File: src/rtl/imem_dmem_arbiter.sv
`default_nettype none
// =============================================================================
// Module  : imem_dmem_arbiter
// Purpose : Shares one single-port synchronous memory between instruction fetch
//           and data access; data wins, with a bounded-streak guard for fetch.
// Revision: 1.0 - initial release
// =============================================================================
module imem_dmem_arbiter #(
   parameter int                ADDR_W       = 32,
   parameter int                DATA_W       = 32,
   parameter int                MODE_W       = 2,
   parameter logic [MODE_W-1:0] WORD_MODE    = 2'b10,
   parameter int                READ_LATENCY = 1,
   parameter int                STARVE_LIMIT = 4
) (
   input  logic              clk,
   input  logic              rst_n,
   input  logic              i_req,
   input  logic [ADDR_W-1:0] i_addr,
   output logic              i_gnt,
   output logic              i_rvalid,
   output logic [DATA_W-1:0] i_rdata,
   input  logic              d_req,
   input  logic              d_we,
   input  logic [MODE_W-1:0] d_mode,
   input  logic [ADDR_W-1:0] d_addr,
   input  logic [DATA_W-1:0] d_wdata,
   output logic              d_gnt,
   output logic              d_rvalid,
   output logic [DATA_W-1:0] d_rdata,
   output logic              mem_en,
   output logic              mem_we,
   output logic [MODE_W-1:0] mem_mode,
   output logic [ADDR_W-1:0] mem_addr,
   output logic [DATA_W-1:0] mem_wdata,
   input  logic [DATA_W-1:0] mem_rdata
);

   localparam logic [1:0] S_IDLE     = 2'd0;
   localparam logic [1:0] S_BUSY_I   = 2'd1;
   localparam logic [1:0] S_BUSY_D   = 2'd2;
   localparam logic [2:0] LAT_INIT   = 3'(READ_LATENCY - 1);
   localparam logic [3:0] STREAK_MAX = 4'(STARVE_LIMIT);

   logic [1:0] state_q,   state_d;
   logic [2:0] lat_cnt_q, lat_cnt_d;
   logic [3:0] streak_q,  streak_d;
   logic       busy, done, can_issue, win_d, win_i;

   // A completing read frees the memory in the same cycle, so a new grant can overlap it.
   always_comb begin
      busy      = (state_q == S_BUSY_I) || (state_q == S_BUSY_D);
      done      = busy && (lat_cnt_q == 3'd0);
      can_issue = rst_n && (!busy || done);
      win_d     = can_issue && d_req && !(i_req && (streak_q == STREAK_MAX));
      win_i     = can_issue && i_req && !win_d;
   end

   always_ff @(posedge clk) begin
      if (!rst_n) begin
         state_q   <= S_IDLE;
         lat_cnt_q <= 3'd0;
         streak_q  <= 4'd0;
      end else begin
         state_q   <= state_d;
         lat_cnt_q <= lat_cnt_d;
         streak_q  <= streak_d;
      end
   end

   always_comb begin
      state_d   = S_IDLE;
      lat_cnt_d = 3'd0;
      streak_d  = streak_q;
      if (win_d) begin
         if (!d_we) begin
            state_d   = S_BUSY_D;
            lat_cnt_d = LAT_INIT;
         end
         if (!i_req) begin
            streak_d = 4'd0;
         end else if (streak_q != STREAK_MAX) begin
            streak_d = streak_q + 4'd1;
         end
      end else if (win_i) begin
         state_d   = S_BUSY_I;
         lat_cnt_d = LAT_INIT;
         streak_d  = 4'd0;
      end else if (busy && !done) begin
         state_d   = state_q;
         lat_cnt_d = lat_cnt_q - 3'd1;
      end
   end

   always_comb begin
      i_gnt     = win_i;
      d_gnt     = win_d;
      mem_en    = win_i || win_d;
      mem_we    = win_d && d_we;
      mem_mode  = '0;
      mem_addr  = '0;
      mem_wdata = '0;
      if (win_d) begin
         mem_mode  = d_mode;
         mem_addr  = d_addr;
         mem_wdata = d_wdata;
      end else if (win_i) begin
         mem_mode  = WORD_MODE;
         mem_addr  = i_addr;
      end
      i_rvalid = rst_n && done && (state_q == S_BUSY_I);
      d_rvalid = rst_n && done && (state_q == S_BUSY_D);
      i_rdata  = i_rvalid ? mem_rdata : '0;
      d_rdata  = d_rvalid ? mem_rdata : '0;
   end

endmodule
`default_nettype wire

File: config.mk
export PLATFORM = sky130hd
export DESIGN_NAME = imem_dmem_arbiter
export DESIGN_NICKNAME = d
export VERILOG_FILES = /design/src/rtl/imem_dmem_arbiter.sv
export SDC_FILE = /design/constraint.sdc
export NUM_CORES = 1
export LEC_CHECK = 0
export CAP_MARGIN = 20
export CORE_AREA = 2 2 105 107
export CTS_BUF_LIST = sky130_fd_sc_hd__clkbuf_16
export DETAILED_ROUTE_END_ITERATION = 10
export DIE_AREA = 0 0 107 109
export PLACE_DENSITY = 0.67
export SLEW_MARGIN = 10
export SYNTH_ARGS = -nofsm -noshare
export SYNTH_HDL_FRONTEND = slang
export SYNTH_SLANG_ARGS = --single-unit
File: constraint.sdc
create_clock -name clk -period 2.1 [get_ports clk]
set_input_delay 0.21 -clock clk [delete_from_list [all_inputs] [get_ports clk]]
set_output_delay 0.21 -clock clk [all_outputs]
set_load 0.05 [all_outputs]
==> run metrics, run 1 <==
largest net degree at the start of global routing 36; ANT cells 0; Data required, critical path 1.89 ns; CTS hold repair buffers 0; die extent in x 107 µm; hold slack final 0.3940 ns; initial antenna violation count 0; power per cell area 251.1 mW/mm²; number of global-route vias before repair 3,052; clock skew about 0.0044 ns; commonest cells after routing, fill and taps aside buf_12 (141), clkdlybuf4s50_1 (134), and2_1 (88); Core Rows 38; CTS Root Buffer Type clkbuf_16; CTS clock-pin slew for the worst setup and hold paths 0.04 ns; Final Slew Violations 0; Global Route Usage Sum 16.71%; WL final 11,310 µm; Critical-path top delay cell dfxtp_2; Synth area leaders and2_1 (38%), dfxtp_1 (11%), a21oi_1 (9.9%); Fmax 490.5 MHz; commonest non-fill, non-tap cell in the layout buf_12; port buffer count 270; CP most frequent cell buf_12; Critical R2R Launch lat_cnt_q[0]; setup_tns 0 ns; clk buf depth 2; I/O pins 271; slew margin rel. 71.47%; Netlist cell types 25; Max Cap Viol 0; vias 3,039; fin nets 691; area delta synth->final 289.7%; via/cell ratio 4.411; CP arrival approximately 1.8 ns; number of remaining DRC errors 0; Core ar. 0.01060 mm²; TritonCTS Sinks 9; Final setup viols 0; gpl congestion 0.8045; run status finished clean; yosys warns 0; Starting DRT DRC Count 108; Die Y-Extent 109 µm; fin worst setup slack ~0.06 ns; DP Worst Slack about 0.13 ns; post-DP HPWL 8695 µm; Clk Latency, worst-skew pair 0.24 ns; Peak VDD IR 260.8 µV; Non-Filler Cell Area, Final 0.006514 mm²; wire length per cell 16.42 µm; post-route ant nets 0; CP max stage delay around 0.32 ns; Yosys top cell by area and2_1; die area ~0.012 mm²; Crit. Startpoint lat_cnt_q[0]; post-placement cell area 0.006073 mm²; worst hold path startpoint lat_cnt_q[0]; Tmin final roughly 2.0 ns; critical path type reg -> out; CP Max Fanout 35; Mapped Nets 423; share of cells above drive strength 1 42.26%; Inserted Clock Buffers 3; Leakage between 2 and 3 nW; type of origin of the critical path register; GR Overflow Total 0; Synth top area share between 30% and 40%; Hold Fails Final Rpt 0; RSZ-0062 raised after global routing yes; Syn Inst Count approximately 280; CP Capture Type output pin; Yosys reg bits 9; Seq/Total Area, Yosys 10.78%; Synth Area per Inst approximately 6 µm²; PnR Total Power ~1.6 mW; H-tree levels 1; worst-margin pin slew 0.4280 ns; crit path cell chain inv_1, ha_2, ha_4, o21ai_4, nor2_4, buf_12, and2_2, buf_12; CTS tree built; first-pass GRT wire length 15,490 µm; synthesized cell area 0.001672 mm²; Tcrit/Tclk final just under 100%; DR pass1 iterations 4; starting density of the core 15.77%; Min-Delay Path Class reg -> reg
-- state kept, by name, summed over array words and instances (netlist names) --
name       cells
lat_cnt_q      3
streak_q       4
state_q        2
-- synthesized netlist by cell type --
master,instances
clkbuf_1,15
o221ai_1,1
o31ai_1,2
and2_1,101
inv_1,9
o22ai_1,3
buf_4,1
nor2_1,7
o21ai_0,1
nand4b_1,1
dfxtp_1,9
nor2b_1,2
nand3_1,33
or4_1,1
nand2_1,40
ha_1,6
a21oi_1,33
and3_1,2
buf_2,9
a31oi_1,1
o21ai_2,1
a32oi_1,1
or2_1,1
a32o_1,1
nand2b_1,1
-- final cells by class --
type	instances	area, µm²
clock buffer	3	75.07
clock inverter	1	5.005
fill	842	4089
inverter	9	33.78
multi-input combinational	239	1685
sequential	9	186.4
tap	140	175.2
timing repair buffer	288	4353
-- timing repair --
item	in CTS	in global routing
pin swaps	1	19
endpoints found under the hold margin	0	0
cloned	0	6
gates resized for setup	5	52
setup endpoints to repair	99	131
setup buffers	0	1
-- cell families (layout without fill, tap and decap cells) --
family                     Yosys count  after routing  share of synthesized area, %
AOI/OAI and AO/OA                   44             44                         14.75
adders and majority gates            6              6                         4.491
buffers and inverters               34            301                         8.533
DFF                                  9              9                         10.78
and+or+nand+nor                    189            189                         61.45
-- per-layer routing --
| metal | global-route usage (%) | vias up | wire length, µm |
|---|---|---|---|
| met5 | 0 | - | 0 |
| met4 | 4.267 | 0 | 111 |
| met3 | 5.021 | 7 | 904 |
| met2 | 32.76 | 163 | 6252 |
| met1 | 17.22 | 1413 | 4044 |
| li1 | - | 1456 | - |
-- power breakdown --
group	switching, mW	internal, mW	total (mW)
clock network	0.0923	0.252	0.344
logic	0.521	0.594	1.12
registers	0.00267	0.174	0.176
total	0.616	1.02	1.64
-- worst paths after layout --
kind | endpoint | slack [ns] | cells after the start
max | mem_wdata[30] | 0.06 | 8
min | lat_cnt_q[0] | 0.39 | 1
max reg2reg | streak_q[3] | 0.22 | 8
min reg2reg | lat_cnt_q[0] | 0.39 | 1
-- metrics by stage --
stage	utilization [%]	cells
global placement	57.28	678
floorplan	-	282
global route	61.43	689
finish	61.43	689
CTS	58.17	682
detailed placement	57.28	678
-- critical path, delay by kind of cell (launching register included) --
family                   cells  cell delay (ns)
adder cells (fa/ha/maj)      2             0.38
buffers and inverters        3             0.35
flip-flops                   1             0.32
AND/OR/NAND/NOR              2             0.29
AO/OA/AOI/OAI                1             0.24
Note: power is estimated with default switching activity, not from simulation.
==> run 2: changes to the inputs <==
--- a/config.mk
+++ b/config.mk
@@ -5,13 +5,12 @@
 export SDC_FILE = /design/constraint.sdc
 export NUM_CORES = 1
 export LEC_CHECK = 0
-export CAP_MARGIN = 20
 export CORE_AREA = 2 2 105 107
 export CTS_BUF_LIST = sky130_fd_sc_hd__clkbuf_16
 export DETAILED_ROUTE_END_ITERATION = 10
 export DIE_AREA = 0 0 107 109
 export PLACE_DENSITY = 0.67
-export SLEW_MARGIN = 10
+export SLEW_MARGIN = 15
 export SYNTH_ARGS = -nofsm -noshare
 export SYNTH_HDL_FRONTEND = slang
 export SYNTH_SLANG_ARGS = --single-unit
==> results of run 2 <==
The final DEF is identical to that of run 1; final timing and power are the same.
